$ cat src/rtl/regfile_write_arbiter_pkg.sv
// Shared constants and helpers for the register-file write arbiter.
// Channel indices are 2 bits wide, so round-robin arithmetic wraps modulo 4.
package regfile_write_arbiter_pkg;
  localparam int NCH        = 4;
  localparam int FIFO_DEPTH = 2;

  typedef logic [1:0] ch_idx_t;
  typedef logic [1:0] fifo_cnt_t;

  function automatic ch_idx_t rr_next(input ch_idx_t idx);
    return ch_idx_t'(idx + 2'd1);
  endfunction
endpackage

$ cat src/rtl/regfile_write_arbiter_if.sv
// Producer-side valid/ready bundle plus the two registered write ports of the register file.
interface regfile_write_arbiter_if #(
  parameter int log2regs = 3,
  parameter int size     = 32
);
  import regfile_write_arbiter_pkg::*;

  logic [NCH-1:0]          in_valid;
  logic [NCH-1:0]          in_ready;
  logic [NCH*log2regs-1:0] in_addr;
  logic [NCH*size-1:0]     in_data;

  logic                    WE0;
  logic [log2regs-1:0]     address_in0;
  logic [size-1:0]         in0;
  logic                    WE1;
  logic [log2regs-1:0]     address_in1;
  logic [size-1:0]         in1;

  modport master (
    output in_valid, in_addr, in_data,
    input  in_ready, WE0, address_in0, in0, WE1, address_in1, in1
  );

  modport slave (
    input  in_valid, in_addr, in_data,
    output in_ready, WE0, address_in0, in0, WE1, address_in1, in1
  );
endinterface

$ cat src/rtl/regfile_write_arbiter_fifo2.sv
// Two-entry valid/ready FIFO; ready depends on occupancy only, so a full FIFO
// refuses a push even in a cycle where its head is popped.
module regfile_write_fifo2
  import regfile_write_arbiter_pkg::*;
#(
  parameter int W = 35
) (
  input  logic          CGRA_Clock,
  input  logic          CGRA_Reset,
  input  logic          push_valid,
  output logic          push_ready,
  input  logic [W-1:0]  push_data,
  input  logic          pop,
  output logic [W-1:0]  head_data,
  output fifo_cnt_t     count
);
  logic [W-1:0] mem_reg [FIFO_DEPTH];
  logic         wr_ptr_reg;
  logic         rd_ptr_reg;
  fifo_cnt_t    count_reg;
  logic         do_push;
  logic         do_pop;

  assign push_ready = (count_reg != fifo_cnt_t'(FIFO_DEPTH));
  assign do_push    = push_valid & push_ready;
  assign do_pop     = pop & (count_reg != '0);
  assign head_data  = mem_reg[rd_ptr_reg];
  assign count      = count_reg;

  always_ff @(posedge CGRA_Clock) begin
    if (do_push) mem_reg[wr_ptr_reg] <= push_data;
  end

  always_ff @(posedge CGRA_Clock or posedge CGRA_Reset) begin
    if (CGRA_Reset) begin
      wr_ptr_reg <= 1'b0;
      rd_ptr_reg <= 1'b0;
      count_reg  <= '0;
    end else begin
      if (do_push) wr_ptr_reg <= ~wr_ptr_reg;
      if (do_pop)  rd_ptr_reg <= ~rd_ptr_reg;
      case ({do_push, do_pop})
        2'b10:   count_reg <= count_reg + 2'd1;
        2'b01:   count_reg <= count_reg - 2'd1;
        default: count_reg <= count_reg;
      endcase
    end
  end
endmodule

$ cat src/rtl/regfile_write_arbiter.sv
// Four buffered producers round-robin arbitrated onto the two register-file write ports.
// The first non-empty channel always drives port 0, the next one port 1.
module regfile_write_arbiter
  import regfile_write_arbiter_pkg::*;
#(
  parameter int log2regs = 3,
  parameter int size     = 32
) (
  input  logic                     CGRA_Clock,
  input  logic                     CGRA_Reset,
  regfile_write_arbiter_if.slave   wr_bus,
  output logic                     busy
);
  localparam int EW = log2regs + size;

  logic [log2regs-1:0] head_addr [NCH];
  logic [size-1:0]     head_data [NCH];
  fifo_cnt_t           count [NCH];
  logic [NCH-1:0]      nonempty;
  logic [NCH-1:0]      fifo_ready;
  logic [NCH-1:0]      pop;

  ch_idx_t rr_ptr_reg;
  ch_idx_t a_idx, b_idx, scan_idx;
  logic    a_found, b_found;
  logic    grant_a, grant_b;

  logic                we0_reg, we1_reg;
  logic [log2regs-1:0] addr0_reg, addr1_reg;
  logic [size-1:0]     data0_reg, data1_reg;

  generate
    for (genvar gi = 0; gi < NCH; gi++) begin : g_fifo
      logic [EW-1:0] head_word;

      regfile_write_fifo2 #(.W(EW)) u_fifo (
        .CGRA_Clock (CGRA_Clock),
        .CGRA_Reset (CGRA_Reset),
        .push_valid (wr_bus.in_valid[gi]),
        .push_ready (fifo_ready[gi]),
        .push_data  ({wr_bus.in_addr[gi*log2regs +: log2regs], wr_bus.in_data[gi*size +: size]}),
        .pop        (pop[gi]),
        .head_data  (head_word),
        .count      (count[gi])
      );

      assign head_addr[gi] = head_word[EW-1 -: log2regs];
      assign head_data[gi] = head_word[size-1:0];
      assign nonempty[gi]  = (count[gi] != '0);
    end
  endgenerate

  assign wr_bus.in_ready = fifo_ready;

  // B is only the immediate successor of A in scan order; a same-address B waits.
  always_comb begin
    a_found  = 1'b0;
    b_found  = 1'b0;
    a_idx    = '0;
    b_idx    = '0;
    scan_idx = '0;
    for (int k = 0; k < NCH; k++) begin
      scan_idx = rr_ptr_reg + ch_idx_t'(k);
      if (nonempty[scan_idx]) begin
        if (!a_found) begin
          a_found = 1'b1;
          a_idx   = scan_idx;
        end else if (!b_found) begin
          b_found = 1'b1;
          b_idx   = scan_idx;
        end
      end
    end
    grant_a = a_found;
    grant_b = b_found && (head_addr[b_idx] != head_addr[a_idx]);
    pop     = '0;
    if (grant_a) pop[a_idx] = 1'b1;
    if (grant_b) pop[b_idx] = 1'b1;
  end

  always_ff @(posedge CGRA_Clock or posedge CGRA_Reset) begin
    if (CGRA_Reset) begin
      rr_ptr_reg <= '0;
      we0_reg    <= 1'b0;
      we1_reg    <= 1'b0;
      addr0_reg  <= '0;
      addr1_reg  <= '0;
      data0_reg  <= '0;
      data1_reg  <= '0;
    end else begin
      we0_reg <= grant_a;
      we1_reg <= grant_b;
      if (grant_a) begin
        addr0_reg <= head_addr[a_idx];
        data0_reg <= head_data[a_idx];
      end
      if (grant_b) begin
        addr1_reg <= head_addr[b_idx];
        data1_reg <= head_data[b_idx];
      end
      if (grant_b)      rr_ptr_reg <= rr_next(b_idx);
      else if (grant_a) rr_ptr_reg <= rr_next(a_idx);
    end
  end

  assign wr_bus.WE0         = we0_reg;
  assign wr_bus.address_in0 = addr0_reg;
  assign wr_bus.in0         = data0_reg;
  assign wr_bus.WE1         = we1_reg;
  assign wr_bus.address_in1 = addr1_reg;
  assign wr_bus.in1         = data1_reg;

  assign busy = (|nonempty) | we0_reg | we1_reg;
endmodule

$ cat src/flat_wrapper.sv
// flat-port wrapper written by rule: the top's interface ports become plain ports
module regfile_write_arbiter_flat import regfile_write_arbiter_pkg::*;
#(
  parameter int log2regs = 3,
  parameter int size     = 32
)
  (CGRA_Clock, CGRA_Reset, busy, wr_bus_in_valid, wr_bus_in_addr, wr_bus_in_data, wr_bus_in_ready, wr_bus_WE0, wr_bus_address_in0, wr_bus_in0, wr_bus_WE1, wr_bus_address_in1, wr_bus_in1);
  regfile_write_arbiter_if #(.log2regs(log2regs), .size(size)) wr_bus_i ();
  input  logic CGRA_Clock;
  input  logic CGRA_Reset;
  output logic busy;
  input wire logic [$bits(wr_bus_i.in_valid)-1:0] wr_bus_in_valid;
  input wire logic [$bits(wr_bus_i.in_addr)-1:0] wr_bus_in_addr;
  input wire logic [$bits(wr_bus_i.in_data)-1:0] wr_bus_in_data;
  output wire logic [$bits(wr_bus_i.in_ready)-1:0] wr_bus_in_ready;
  output wire logic [$bits(wr_bus_i.WE0)-1:0] wr_bus_WE0;
  output wire logic [$bits(wr_bus_i.address_in0)-1:0] wr_bus_address_in0;
  output wire logic [$bits(wr_bus_i.in0)-1:0] wr_bus_in0;
  output wire logic [$bits(wr_bus_i.WE1)-1:0] wr_bus_WE1;
  output wire logic [$bits(wr_bus_i.address_in1)-1:0] wr_bus_address_in1;
  output wire logic [$bits(wr_bus_i.in1)-1:0] wr_bus_in1;
  assign wr_bus_i.in_valid = wr_bus_in_valid;
  assign wr_bus_i.in_addr = wr_bus_in_addr;
  assign wr_bus_i.in_data = wr_bus_in_data;
  assign wr_bus_in_ready = wr_bus_i.in_ready;
  assign wr_bus_WE0 = wr_bus_i.WE0;
  assign wr_bus_address_in0 = wr_bus_i.address_in0;
  assign wr_bus_in0 = wr_bus_i.in0;
  assign wr_bus_WE1 = wr_bus_i.WE1;
  assign wr_bus_address_in1 = wr_bus_i.address_in1;
  assign wr_bus_in1 = wr_bus_i.in1;
  regfile_write_arbiter #(.log2regs(log2regs), .size(size)) u_core (.CGRA_Clock(CGRA_Clock), .CGRA_Reset(CGRA_Reset), .wr_bus(wr_bus_i), .busy(busy));
endmodule
$ cat config.mk
export PLATFORM = sky130hd
export DESIGN_NAME = regfile_write_arbiter_flat
export DESIGN_NICKNAME = d
export VERILOG_FILES = /design/src/rtl/regfile_write_arbiter_pkg.sv /design/src/rtl/regfile_write_arbiter_if.sv /design/src/rtl/regfile_write_arbiter_fifo2.sv /design/src/rtl/regfile_write_arbiter.sv /design/src/flat_wrapper.sv
export SDC_FILE = /design/constraint.sdc
export NUM_CORES = 1
export LEC_CHECK = 0
export CAP_MARGIN = 20
export CORE_UTILIZATION = 40
export DETAILED_ROUTE_END_ITERATION = 10
export GPL_TIMING_DRIVEN = 0
export PLACE_DENSITY_LB_ADDON = 0.08
export SETUP_SLACK_MARGIN = 0.1
export SLEW_MARGIN = 20
export SYNTH_ARGS = -nofsm -noshare
export SYNTH_HDL_FRONTEND = slang
export SYNTH_HIERARCHICAL = 1
export SYNTH_SLANG_ARGS = --single-unit
$ cat constraint.sdc
create_clock -name CGRA_Clock -period 4.7 [get_ports CGRA_Clock]
set_input_delay 0.94 -clock CGRA_Clock [delete_from_list [all_inputs] [get_ports CGRA_Clock]]
set_output_delay 0.94 -clock CGRA_Clock [all_outputs]
set_load 0.01 [all_outputs]
Yosys cells after proc, flatten, opt, wreduce, memory -nomap -nowiden
Memories as Yosys holds them, arrays and structs flattened.
Cells that the tools add are included.

word-level totals
  bits in registers = 90
  RAM bits = 280
  bits of input ports = 146
  word-level logic and storage cells = 158
  memories kept = 4

memories
  memory                           words  bits a word  read ports  clocked after memory_dff  write ports  line                               RTL
  u_core.g_fifo[0].u_fifo.mem_reg  2      35           1           0                         1            regfile_write_arbiter_fifo2.sv:17  logic [W-1:0] mem_reg [FIFO_DEPTH];
  u_core.g_fifo[1].u_fifo.mem_reg  2      35           1           0                         1            regfile_write_arbiter_fifo2.sv:17
  u_core.g_fifo[2].u_fifo.mem_reg  2      35           1           0                         1            regfile_write_arbiter_fifo2.sv:17
  u_core.g_fifo[3].u_fifo.mem_reg  2      35           1           0                         1            regfile_write_arbiter_fifo2.sv:17

operators by class
  add/subtract/negate cells = 13
  magnitude comparators = 10
  equal/unequal tests = 13
  mux-type cells = 65
  bitwise gates (word level) = 21
  reductions and logical operators = 13

operators with widths
  kind                                                               count
  binary-select mux 32 bit (select 2 bit)                            2
  2-to-1 mux 32 bit                                                  4
  2-to-1 mux 2 bit                                                   17
  2-to-1 mux 1 bit                                                   24
  < comparator 2 x 3 -> 1 bit, second input constant                 6
  nonzero test 2 bit                                                 9
  case mux 2 bit (2 select lines)                                    4
  adder 2 x 1 -> 2 bit, second input constant                        7
  binary-select mux 3 bit (select 2 bit)                             2
  2-to-1 mux 3 bit                                                   4
  AND 1 bit                                                          8
  binary-select mux 1 bit (select 2 bit)                             4
  equality test 2 x 1 -> 1 bit, second input constant                4
  equality test 2 bit, second input constant                         4
  2-to-1 mux 4 bit                                                   2
  != test 2 bit, second input constant                               4
  NOT 1 bit                                                          8
  subtractor 2 x 1 -> 2 bit, second input constant                   4
  greater-or-equal comparator 3 bit, second input constant           2
  NOT 2 -> 3 bit                                                     2
  adder 2 bit, second input constant                                 2
  demux 1 bit (select 2 bit)                                         2
  greater-or-equal comparator 2 x 1 -> 1 bit, second input constant  2
  OR 4 bit                                                           1
  other kinds (4)                                                    7

Longest topological paths before layout
Gate-level depths: netlist of run 1.

  depth after elaboration = 22
  gate-level depth with buffers = 20
  gate-level depth less buffers = 18

Cells and area by module
The synthesis of run 1 kept the hierarchy.

by module, submodules not included
  module                 times used  cells an instance  area an instance (um^2)
  regfile_write_fifo2    4           126                2867.8
  regfile_write_arbiter  1           639                5444.0

Least setup slack after synthesis of run 1
No wires, ideal clock.

  path type = register to register
  start point = register u_core.g_fifo[0].u_fifo.count_reg[0]
  end point = register u_core.g_fifo[3].u_fifo.count_reg[1]
  arrival = 3.702 ns
  setup slack = 0.919 ns
  stages on the path, launching flop included = 20
  clock period less this slack = 3.781 ns
  path through = dfrtp_1 -> nor2_1 -> nor2_1 -> a21oi_1 -> o21ai_0 -> ha_1 -> mux2i_1 -> o21ai_1 -> nand3_1 -> buf_4 -> mux4_2 -> xnor2_1 -> nand3_2 -> nand2_4 -> buf_6 -> o22ai_1 -> o21a_1 -> ha_1 -> nor2_1 -> xor2_1

between the ends
  cells in the longest elaborated chain, start to end = 22
  elaborated cells between the ends (all ways) = 62
  classes of those cells = order compare (4); eq/ne (3); mux (46); bitwise (4); reduce/logical (5)

ends and longest elaborated chain
  item                                                                                  line                               RTL
  from (decl)                                                                           regfile_write_arbiter_fifo2.sv:20  fifo_cnt_t count_reg;
  from (signal assigned)                                                                regfile_write_arbiter_fifo2.sv:43  2'b10: count_reg <= count_reg + 2'd1;
  from (signal assigned)                                                                regfile_write_arbiter_fifo2.sv:44  2'b01: count_reg <= count_reg - 2'd1;
  from (signal assigned)                                                                regfile_write_arbiter_fifo2.sv:45  default: count_reg <= count_reg;
  nonzero test 2 bit (*)                                                                regfile_write_arbiter.sv:49        assign nonempty[gi] = (count[gi] != '0);
  parallel branches: the longest is 17 deep, another holds < comparator 2 x 3 -> 1 bit  -
  2-to-1 mux 4 bit (*)                                                                  regfile_write_arbiter.sv:78        if (grant_b) pop[b_idx] = 1'b1;
  net u_core.pop[3]                                                                     regfile_write_arbiter.sv:21        logic [NCH-1:0] pop;
  AND 1 bit (*)                                                                         regfile_write_arbiter_fifo2.sv:26  assign do_pop = pop & (count_reg != '0);
  net u_core.g_fifo[3].u_fifo.do_pop                                                    regfile_write_arbiter_fifo2.sv:22  logic do_pop;
  equality test 2 x 1 -> 1 bit or equality test 2 bit (tied branches)                   regfile_write_arbiter_fifo2.sv:42  case ({do_push, do_pop})
  case mux 2 bit (2 select lines) or nonzero test 2 bit (tied branches)                 -
  to (signal assigned)                                                                  regfile_write_arbiter_fifo2.sv:43
  to (signal assigned)                                                                  regfile_write_arbiter_fifo2.sv:44
  to (signal assigned)                                                                  regfile_write_arbiter_fifo2.sv:45
  to (decl)                                                                             regfile_write_arbiter_fifo2.sv:20

Mark *: on every way through the listed nets, which the timed path passes. The select of a mux whose other input is x is not followed.
A chain may end at the register's enable or synchronous reset.

Worst setup path after layout of run 1
  start point = register u_core.rr_ptr_reg[1]
  end point = register u_core.g_fifo[2].u_fifo.count_reg[1]

between the ends
  cells in the longest elaborated chain, start to end = 21
  elaborated cells between the ends (all ways) = 64
  classes of those cells = add/sub (3); order compare (4); eq/ne (3); mux (46); bitwise (4); reduce/logical (4)

ends and longest elaborated chain
  item                                                                                  line                               RTL
  from (decl)                                                                           regfile_write_arbiter.sv:23        ch_idx_t rr_ptr_reg;
  from (signal assigned)                                                                regfile_write_arbiter.sv:101       if (grant_b) rr_ptr_reg <= rr_next(b_idx);
  from (signal assigned)                                                                regfile_write_arbiter.sv:102       else if (grant_a) rr_ptr_reg <= rr_next(a_idx);
  parallel branches: the longest is 17 deep, another holds < comparator 2 x 3 -> 1 bit  -
  2-to-1 mux 4 bit (*)                                                                  regfile_write_arbiter.sv:78
  net u_core.pop[2]                                                                     regfile_write_arbiter.sv:21
  AND 1 bit (*)                                                                         regfile_write_arbiter_fifo2.sv:26
  net u_core.g_fifo[2].u_fifo.do_pop                                                    regfile_write_arbiter_fifo2.sv:22
  equality test 2 x 1 -> 1 bit or equality test 2 bit (tied branches)                   regfile_write_arbiter_fifo2.sv:42
  case mux 2 bit (2 select lines) or nonzero test 2 bit (tied branches)                 -
  to (signal assigned)                                                                  regfile_write_arbiter_fifo2.sv:43
  to (signal assigned)                                                                  regfile_write_arbiter_fifo2.sv:44
  to (signal assigned)                                                                  regfile_write_arbiter_fifo2.sv:45
  to (decl)                                                                             regfile_write_arbiter_fifo2.sv:20

Marks and branches as above.

==> impl_summary.md, run 1 <==
Outcome
The flow ran to the end, and the final reports show no timing, DRC or antenna violations.

Yosys
After Yosys synthesis, XOR and XNOR cells account for 1.29% of the synthesized area. A synthesized cell averages 14.8 um2. The adder-cell share of the synthesized area is 0.503%. Of all flip-flops after synthesis, the portion carrying an async set or reset was 24.3%. The synthesized netlist devotes 6.27% of its cell area to compound gates.

The post-synthesis net count is 1295. The number of warnings printed during yosys synthesis is 6. The number of synthesized register bits is 370. Synthesis produced 1143 cells.

Counting flops with a built-in enable in the synthesized netlist gives 280. By area the synthesized netlist is led by edfxtp_1 (50%), dfrtp_1 (13%), mux2_4 (10%). The share of the Yosys chip area taken by registers is 63.0%. The cell type with the highest aggregate area in the netlist is edfxtp_1.

The share of synthesized cell area in and, or, nand and nor gates is 6.22%. In the synthesized netlist the dominant register cell turns out to be edfxtp_1. The post-synthesis cell type count is 54. In the synthesized netlist, mux cells make up 19.3% of the area. After synthesis, the largest family of logic cells by area is multiplexers. The top cell type by area accounts for 49.7% of the synthesized area.

The cell area after synthesis is 16900 um2.

Final layout
The share of the core filled with cells in the final layout is 52.1%. The share of post-route cells with drive strength above 1 is 19.9%. After filler insertion, the fill cell instance count of the layout stands at 3535. The library cell used most frequently in the layout, excluding fill and tap cells, is edfxtp_1. The finished layout cell area is 21500 um2. Compared with the post-synthesis result, the final layout area differs by 27.3%. The post-layout net count is 1571. The library cells used most frequently in the layout, excluding fill and tap cells, are edfxtp_1 (280), clkdlybuf4s50_1 (222), nand2_1 (147).

The flip-flop count of the largest register, all copies and words added is 280.

Floorplanning
Once the floorplan was initialized, standard cells occupied 41.0% of the core. The floorplan has 74 rows. The die height is 208 um. The core region is 41300 um2. The number of placed I/O pins is 223.

Measured along the x axis, the die boundary spans 208 um. The die covers 43100 um2.

Drt
In this run, the number of DRC markers left after iteration 0 of detailed routing was 734. The final routed wire length divided by cell count is 24.2 um. The average via count per standard cell is 5.29.

The total number of vias is 10500. The count of TritonRoute iterations in the first routing pass is 7. The final layout contains routed wiring with a total length of 48100 um. The number of nets with antenna violations after routing is 0.

The number of DRC violations after detailed routing is 0.

Setup path
The launching element of the worst setup path is u_core/rr_ptr_reg[1]$_DFFE_PP0P_. The startpoint class of the critical path is a register. Along the worst path, the maximum fanout reaches 10. The slowest stage of the critical path is the mux4_2 cell. Traced cell by cell, the critical path runs through or3b_1 > nand3_1 > o21ai_0 > ha_1 > mux2i_1 > o21ai_1 > nand3_1 > buf_6 > mux4_2 > xnor2_4 > nand3_2 > nand2_4 > buf_6 > o31ai_2 > o21a_1 > ha_1 > xnor2_1 > nor2_1 > xor2_1.

The count of cells along the worst register-to-register path is 19. The origin of the critical flop-to-flop path is u_core/rr_ptr_reg[1]$_DFFE_PP0P_. STA classifies the critical path endpoint as a register.

The endpoint identified for the worst register-to-register timing path is u_core/g_fifo[2].u_fifo/count[1]$_DFFE_PP0P_. The setup check on the worst reg-to-reg path leaves a slack of 0.33 ns. The termination of the worst setup path is u_core/g_fifo[2].u_fifo/count[1]$_DFFE_PP0P_. The required time of the critical path is 5.14 ns. By startpoint and endpoint, the worst setup path is classified as reg -> reg. For this run, the slowest stage of the critical path takes 0.59 ns.

The signal arrival time at the worst endpoint is 4.81 ns.

Clock tree
The number of H-tree branching levels is 2. In this run, CTS created clock tree buffers numbering 42. The maximum root-to-sink buffer count is 3. The clock latency of the later-clocked register in the worst-skew pair is 0.56 ns.

The clock net sink count is 370. The CTS root buffer is clkbuf_16. The clock transition at the registers of the reported paths is 0.06 ns.

The CTS tree is yes. Hold repair after CTS inserted 0 buffers.

Place
Timing analysis after detailed placement gives a worst setup slack of 0.0219 ns. The placed instance area is 20100 um2. The count of buffers from port buffering is 222.

The congestion estimate from routability-driven global placement came to 0.875. The placed wire-length estimate is 33400 um.

STA
The pin slew with the least headroom to its limit is 0.805 ns. The total count of max-transition violations in the final report came to 0. Setup repair after global routing could not meet its margin everywhere. The clock skew after layout is 0.0191 ns. The share of the cycle needed by the critical path after routing is 93.0%. The upper clock frequency limit is 0.229 GHz. Measured against its own limit, the worst slew margin works out to 46.4%.

The final-report hold violation count is 0. After layout, the minimum clock period comes to 4.37 ns. The worst-case setup margin in the final layout is 0.329 ns. The number of endpoints failing setup at the final stage is 0.

Global routing
After global routing the overflow that remains totals 0. The number of global-route vias before repair was 11100. The all-layer global routing usage is 22.5%. The initial antenna violation count is 2. The wire length of the first global-routing pass is 70900 um. The largest net degree at the start of global routing is 47.

Run
Max-cap violations in this run came to 0.

Min path
The class of the tightest hold or removal check is reg -> reg.
## metal layers
metal  part of all wire (%)  global-route usage (%)  up-vias  wire length [um]
met5                  0.019                       0        -                 9
met1                     44                    29.8     5300             21200
met3                    5.0                    4.18       80              2420
met2                     48                    37.4      301             23200
met4                    2.7                    6.97        2              1320
li1                       -                       -     4828                 -
## what timing repair did
item | in CTS | in global routing
buffers inserted | 0 | 2
gates resized for setup | 3 | 8
endpoints found under the setup margin | 5 | 9
pin swaps | 0 | 2
## critical path, delay by kind of cell (launching register included)
kind | cells | cell delay (ns)
adder cells (fa/ha/maj) | 2 | 0.48
AO/OA/AOI/OAI | 4 | 0.74
multiplexers | 2 | 0.77
flip-flops | 1 | 0.48
AND/OR/NAND/NOR | 6 | 0.95
buffers and inverters | 2 | 0.34
XOR/XNOR | 3 | 0.46
## stage by stage
step | setup TNS (ns) | hold slack, ns | instances
after floorplan | 0 | 0.460 | 1143
after global placement | -99.63 | 0.460 | 1897
after detailed placement | 0 | 0.467 | 1905
after CTS | 0 | 0.480 | 1983
after global routing | 0 | 0.502 | 1986
final | 0 | 0.478 | 1986
## final cells by class
type | instances | area (um2) | area share [%]
repair buffers | 232 | 2440 | 11.3
clock buffers | 60 | 1210 | 5.63
diodes | 1 | 2.50 | 0.0116
inverters | 10 | 40.0 | 0.186
plain buffers | 71 | 541 | 2.51
well taps | 532 | 666 | 3.09
multi-input cells | 692 | 5780 | 26.9
flip-flops and latches | 370 | 10700 | 49.5
clock inverters | 18 | 180 | 0.837
## worst min-delay path by stage
stage	start	to	slack [ns]	cells past startpoint
2_1_floorplan	u_core/g_fifo[0].u_fifo/wr_ptr_reg$_DFFE_PP0P_	u_core/g_fifo[0].u_fifo/wr_ptr_reg$_DFFE_PP0P_	0.46	1
3_3_place_gp	u_core/wr_bus.address_in0[0]$_DFFE_PP0P_	u_core/wr_bus.address_in0[0]$_DFFE_PP0P_	0.46	2
3_5_place_dp	u_core/wr_bus.address_in0[0]$_DFFE_PP0P_	u_core/wr_bus.address_in0[0]$_DFFE_PP0P_	0.47	2
4_1_cts	u_core/wr_bus.address_in0[0]$_DFFE_PP0P_	u_core/wr_bus.address_in0[0]$_DFFE_PP0P_	0.48	2
5_1_grt	u_core/wr_bus.address_in0[0]$_DFFE_PP0P_	u_core/wr_bus.address_in0[0]$_DFFE_PP0P_	0.50	2
6_report	u_core/wr_bus.address_in0[0]$_DFFE_PP0P_	u_core/wr_bus.address_in0[0]$_DFFE_PP0P_	0.48	2
## kinds of logic (layout without fill, tap and decap cells)
family | Yosys count | count (layout)
XOR/XNOR | 25 | 25
buffers and inverters | 81 | 391
multiplexers | 252 | 252
other | 0 | 1
adder cells (fa/ha/maj) | 7 | 7
AO/OA/AOI/OAI | 172 | 172
AND/OR/NAND/NOR | 236 | 236
flip-flops | 370 | 370
## Yosys cell counts, drive strengths merged (11+ instances only)
library cell / n
edfxtp: 280
mux2: 206
nand2: 148
dfrtp: 90
o21ai: 74
clkbuf: 43
mux2i: 42
a31oi: 34
a211oi: 32
and2: 32
buf: 28
nor2: 19
xnor2: 16
nand3: 11
Power of run 1 is left out: the tool's default activity adds up to more than one toggle a clock period on the data nets, which glitch-free logic cannot reach.
==> run 2: changes to the inputs <==
SKIP_CTS_REPAIR_TIMING = 1   (was default)
SLEW_MARGIN = default   (was 20)
==> impl_summary.md, run 2 (same netlist as run 1, synthesis figures left out) <==
Place
The count of buffers from port buffering is 222 (unchanged). The placed wire-length estimate is 33900 um (+1.5%). The routability congestion estimate is 0.875 (unchanged). The worst slack at placement was 0.0185 ns (-0.00334 ns).

The placed cell count is 1907 (+0.10%).

Final layout
The antenna diode count was 0 (-1). The post-layout net count was 1571 (unchanged). The number of non-filler instances in the completed layout is 1981 (-0.25%).

In the layout the commonest cells are edfxtp_1 (280), clkdlybuf4s50_1 (222), nand2_1 (147). The area occupied by multi-input gates is 5790 um2 (about the same). The number of filler cells placed in the layout is 3541 (+0.17%). The share of post-route cells with drive strength above 1 is 20.1% (+0.19 points). The flip-flop count of the largest register, all copies and words added was 280 (unchanged). The area taken by flip-flops and latches is 10700 um2 (about the same). The library cell used most frequently in the layout, excluding fill and tap cells, is edfxtp_1. The layout overhead on the synthesized area is 26.6%.

STA
The upper clock frequency limit is 0.228 GHz (-0.12%). The max-slew headroom at the worst pin is 44.5% (-1.9 points). The pin slew with the least headroom to its limit is 0.833 ns (+0.0282 ns).

The share of the cycle needed by the critical path after routing is 93.1% (+0.11 points). The setup TNS is 0 ns (unchanged). The clock skew after layout is 0.0115 ns (-0.00752 ns). The total count of max-transition violations in the final report is 0 (unchanged). The final-report hold violation count is 0 (unchanged). Setup repair after global routing could not meet its margin everywhere. The minimum period implied by the final worst setup slack came to 4.38 ns (+0.00531 ns). The number of endpoints failing setup at the final stage came to 0 (unchanged). The worst-case setup margin in the final layout was 0.323 ns (-0.00531 ns).

Drt
The number of nets with antenna violations after routing was 0 (unchanged). The count of TritonRoute iterations in the first routing pass is 6 (-1). The total number of vias is 10600 (+0.78%). The final routed wire length divided by cell count is 24.4 um (+0.62%). The routed wire length came to 48300 um (+0.36%). The average via count per standard cell is 5.35 (+1.0%). The number of violations reported at the end of detailed-routing iteration 0 is 720 (-1.9%). The number of DRC violations after detailed routing is 0 (unchanged).

Min path
The class of the tightest hold or removal check is reg -> reg. The number of cells traversed by the worst hold path is 2 (unchanged).

Global routing
The residual overflow from global routing is 0 (unchanged). The largest net degree at the start of global routing is 47 (unchanged). The wire length of the first global-routing pass came to 71000 um (+0.15%).

The number of global-route vias before repair is 11100 (+0.32%). The all-layer global routing usage is 22.4% (-0.087 points). The initial antenna violation count is 1 (-1).

Setup path
The terminus of the critical flop-to-flop path is u_core/g_fifo[0].u_fifo/count[1]$_DFFE_PP0P_. The type of the worst setup path is reg -> reg. STA classifies the critical path startpoint as a register.

The count of cells along the worst register-to-register path is 19 (unchanged). The signal arrival time at the worst endpoint is 4.83 ns (+0.02 ns). The launching element of the worst setup path is u_core/g_fifo[0].u_fifo/count[1]$_DFFE_PP0P_. The critical path capture point type is a register. The startpoint identified for the worst register-to-register timing path is u_core/g_fifo[0].u_fifo/count[1]$_DFFE_PP0P_. In this run the worst setup path terminates at u_core/g_fifo[0].u_fifo/count[1]$_DFFE_PP0P_. The maximum fanout encountered on the critical timing path is 10 (unchanged).

The flop-to-flop setup slack came to 0.32 ns (about the same). The required time of the critical path is 5.16 ns (+0.02 ns).

Floorplanning
The count of standard-cell rows is 74 (unchanged). The core outline area is 41300 um2 (unchanged). The die outline width was 208 um (unchanged). The die height came to 208 um (unchanged). The initial core utilization was 41.0% (unchanged). The number of placed I/O pins is 223 (unchanged). The area of the die is 43100 um2 (unchanged).

Clock tree
The clock latency of the later-clocked register in the worst-skew pair is 0.53 ns (-0.03 ns). The CTS root buffer is clkbuf_16. The clock net sink count is 370 (unchanged). The maximum root-to-sink buffer count is 3 (unchanged). TritonCTS built the clock tree. The number of H-tree branching levels is 2 (unchanged). The number of clock buffers inserted by TritonCTS is 40 (-4.8%). The clock transition at the registers of the reported paths is 0.06 ns (about the same).

Run
The number of max-capacitance violations reported is 0 (unchanged).

Outcome
The flow ran to the end, and the final reports show no timing, DRC or antenna violations.
[run 2: final cells by class]
cell class                      instances  share of cell area (%)
Tap cell                              532                    3.11
Sequential cell                       370                    49.8
Buffer                                 71                    2.52
Timing Repair Buffer                  234                    11.4
Inverter                               10                   0.187
Clock buffer                           54                    5.11
Clock inverter                         18                   0.871
Multi-Input combinational cell        692                    27.0
[run 2: critical path, stage by stage (launching register included)]
cell and delay (ns):
dfrtp_1 0.46, nor2_2 0.41, nor2_1 0.08, a21oi_1 0.11, o21ai_0 0.13, ha_1 0.30, mux2i_1 0.19, o21ai_1 0.09
nand3_1 0.10, buf_6 0.19, mux4_2 0.60, xnor2_4 0.19, nand3_2 0.17, nand2_4 0.08, buf_6 0.16, o21ai_1 0.27
o21a_1 0.21, ha_1 0.26, nor2_1 0.15, xor2_1 0.15
[run 2: through the flow]
| stage | util (%) | hold slack, ns | area (um2) |
|---|---|---|---|
| floorplan | - | 0.460 | 16900 |
| global placement | 48.0 | 0.460 | 19800 |
| detailed placement | 48.5 | 0.463 | 20000 |
| CTS | 51.6 | 0.477 | 21300 |
| global route | 51.8 | 0.504 | 21400 |
| finish | 51.8 | 0.470 | 21400 |
[run 2: how the worst min path moves through the flow]
stage / start / to
floorplan: u_core/g_fifo[0].u_fifo/wr_ptr_reg$_DFFE_PP0P_ / u_core/g_fifo[0].u_fifo/wr_ptr_reg$_DFFE_PP0P_
global placement: u_core/wr_bus.address_in0[0]$_DFFE_PP0P_ / u_core/wr_bus.address_in0[0]$_DFFE_PP0P_
detailed placement: u_core/wr_bus.address_in0[0]$_DFFE_PP0P_ / u_core/wr_bus.address_in0[0]$_DFFE_PP0P_
CTS: u_core/wr_bus.address_in0[0]$_DFFE_PP0P_ / u_core/wr_bus.address_in0[0]$_DFFE_PP0P_
global route: u_core/wr_bus.address_in0[0]$_DFFE_PP0P_ / u_core/wr_bus.address_in0[0]$_DFFE_PP0P_
finish: u_core/wr_bus.address_in0[0]$_DFFE_PP0P_ / u_core/wr_bus.address_in0[0]$_DFFE_PP0P_
[run 2: routing by layer]
layer	part of all wire (%)	track usage (%)	up-vias
met2	48	37.6	339
met4	2.4	6.23	2
met5	0.019	0	-
li1	-	-	4821
met1	44	29.8	5346
met3	5.3	4.01	85
Power of run 2 is left out for the same reason.
==> run 3: changes to the inputs <==
CELL_PAD_IN_SITES_DETAIL_PLACEMENT = 0   (was default)
CELL_PAD_IN_SITES_GLOBAL_PLACEMENT = 1   (was default)
SKIP_LAST_GASP = 1   (was default)
clock period = 3.6 ns   (was 4.7 ns; I/O delays follow)
==> impl_summary.md, run 3 (same netlist as run 1, synthesis figures left out) <==
Drt
The number of violations reported at the end of detailed-routing iteration 0 was 965 (+34%). The total number of vias came to 10700 (+1.3%). The final routed wire length divided by cell count was 25.1 um (+2.9%). The average via count per standard cell is 5.32 (-0.46%). The count of TritonRoute iterations in the first routing pass is 6 (unchanged). The routed wire length was 50600 um (+4.7%).

The number of DRC violations after detailed routing came to 0 (unchanged). The number of nets with antenna violations after routing is 0 (unchanged).

Global routing
The initial antenna violation count is 3 (+2). The met1 demand-to-capacity share in global routing is 31.2% (+1.4 points). The number of global-route vias before repair is 10800 (-3.1%). The residual overflow from global routing was 0 (unchanged). The wire length of the first global-routing pass came to 71300 um (+0.44%). The largest net degree at the start of global routing was 43 (-8.5%). The global routing usage on met2 came to 37.6% (about the same). The met3 global-route usage is 3.69% (-0.32 points). The all-layer global routing usage is 22.9% (+0.49 points). The busiest layer in global routing is met2.

Floorplanning
The initial core utilization is 41.0% (unchanged). The die outline width was 208 um (unchanged). The area of the die is 43100 um2 (unchanged).

The core outline area came to 41300 um2 (unchanged). The die height was 208 um (unchanged). The number of placed I/O pins is 223 (unchanged). The count of standard-cell rows is 74 (unchanged).

Final layout
The finished layout cell area came to 22000 um2 (+2.9%). The post-layout net count came to 1605 (+2.2%). The number of filler cells placed in the layout is 3507 (-0.96%). The layout overhead on the synthesized area is 30.2%. The flip-flop count of the largest register, all copies and words added is 280 (unchanged). The area occupied by multi-input gates was 6040 um2 (+4.3%). The share of post-route cells with drive strength above 1 is 26.5% (+6.4 points). The top cell types in the final layout, fill and taps aside, are edfxtp_1 (280), clkdlybuf4s50_1 (221), nand2_1 (146).

The library cell used most frequently in the layout, excluding fill and tap cells, is edfxtp_1. The area taken by flip-flops and latches is 10700 um2 (about the same). The share of the core filled with cells in the final layout came to 53.3% (+1.5 points).

Outcome
The checks that failed: negative setup slack. The flow ran to the end, but the final reports show violations.

Setup path
The critical path is of the reg -> reg type. The signal arrival time at the worst endpoint is 4.50 ns (-0.33 ns). The most numerous cell type found on the critical path is mux4_2. The largest individual stage delay along the critical path comes from the cell mux4_2. The critical path capture point type is a register. The maximum single-stage delay on the critical path is 0.58 ns (-0.02 ns). The maximum fanout encountered on the critical timing path came to 8 (-2). The startpoint class of the critical path is a register. The signal on the critical path passes through or2_0 > clkbuf_2 > mux4_2 > mux2i_1 > o21ai_1 > nand3_1 > buf_6 > mux4_2 > xnor2_4 > nand3_4 > nand2_4 > buf_12 > o32ai_4 > o21a_1 > ha_4 > xnor2_1 > nor2_1 > xor2_1. The required time of the critical path came to 4.03 ns (-1.13 ns). The buffers plus inverters on the worst setup path is 3 (+1). The family with the most delay on the worst path is multiplexers.

STA
The pin slew with the least headroom to its limit is 0.883 ns (+0.0505 ns). The number of endpoints failing setup at the final stage is 45 (+45). The final-report hold violation count came to 0 (unchanged). The share of the cycle needed by the critical path after routing came to 113% (+20 points). The clock skew after layout is 0.0122 ns (+0.000654 ns).

The minimum period implied by the final worst setup slack is 4.07 ns (-0.307 ns). Setup repair after global routing could not meet its margin everywhere. The worst hold-check slack is 0.483 ns (+0.0131 ns).

The worst-case setup margin in the final layout is -0.470 ns (-0.793 ns). The total count of max-transition violations in the final report came to 0 (unchanged). The max-slew headroom at the worst pin is 41.0% (-3.5 points). The upper clock frequency limit is 0.246 GHz (+7.5%).

Min path
The class of the tightest hold or removal check is reg -> reg.

Place
The placed instance area is 20100 um2 (+0.31%). The routability congestion estimate was 0.875 (about the same). The count of buffers from port buffering is 222 (unchanged).

The placed wire-length estimate is 34400 um (+1.5%).

Clock tree
The number of clock buffers inserted by TritonCTS is 41 (+2.5%). The number of H-tree branching levels is 2 (unchanged). The clock transition at the registers of the reported paths is 0.06 ns (about the same).

Clock tree synthesis selected as its root buffer the cell clkbuf_16. The clock net sink count came to 370 (unchanged). TritonCTS built the clock tree.

The clock latency of the later-clocked register in the worst-skew pair is 0.55 ns (+0.02 ns). The maximum root-to-sink buffer count is 3 (unchanged).

Run
The number of max-capacitance violations reported is 0 (unchanged).
[run 3: per-stage QoR]
step	TNS [ns]	worst slack, ns	std cells
after floorplan	-0.0383	-0.0254	1143
after global placement	-319.45	-1.54	1897
after detailed placement	-31.82	-0.993	1907
after CTS	-33.45	-1.03	1979
after global routing	-15.13	-0.575	2015
final	-11.22	-0.470	2016
[run 3: cell type report]
class                      count  share of cell area, %
antenna                        2                 0.0227
buffer                        71                   2.77
clock buffer                  63                   5.17
clock inverter                 9                  0.443
inverter                      10                  0.199
multi-input combinational    692                   27.4
sequential                   370                   48.4
tap                          532                   3.02
timing repair buffer         267                   12.5
[run 3: worst reg2reg max path, cell delays in order, from the launching register on]
cell and delay, ns:
dfrtp_2 0.44, or2_0 0.23, clkbuf_2 0.17, mux4_2 0.49, mux2i_1 0.21, o21ai_1 0.12, nand3_1 0.13, buf_6 0.15
mux4_2 0.58, xnor2_4 0.24, nand3_4 0.12, nand2_4 0.10, buf_12 0.13, o32ai_4 0.08, o21a_1 0.18, ha_4 0.17
xnor2_1 0.16, nor2_1 0.08, xor2_1 0.16
[run 3: path summary, 6_finish.rpt]
path                                                         startpoint                                             end  slack [ns]  cells after the start
min in group asynchronous                                    CGRA_Reset  u_core/g_fifo[2].u_fifo/wr_ptr_reg$_DFFE_PP0P_        0.58                      2
min                            u_core/wr_bus.address_in0[2]$_DFFE_PP0P_        u_core/wr_bus.address_in0[2]$_DFFE_PP0P_        0.48                      2
max reg2reg                u_core/g_fifo[1].u_fifo/count[1]$_DFFE_PP0P_    u_core/g_fifo[1].u_fifo/count[1]$_DFFE_PP0P_       -0.47                     18
max in group asynchronous                                    CGRA_Reset               u_core/wr_bus.in1[10]$_DFFE_PP0P_        2.16                      3
min reg2reg                    u_core/wr_bus.address_in0[2]$_DFFE_PP0P_        u_core/wr_bus.address_in0[2]$_DFFE_PP0P_        0.48                      2
max                        u_core/g_fifo[1].u_fifo/count[1]$_DFFE_PP0P_    u_core/g_fifo[1].u_fifo/count[1]$_DFFE_PP0P_       -0.47                     18
[run 3: routing by layer]
layer  vias to the layer above  part of all wire [%]
met5                         -                 0.026
met4                         2                   2.4
met3                        82                   5.3
met2                       348                    48
met1                      5408                    45
li1                       4891                     -
Power of run 3 is left out for the same reason.
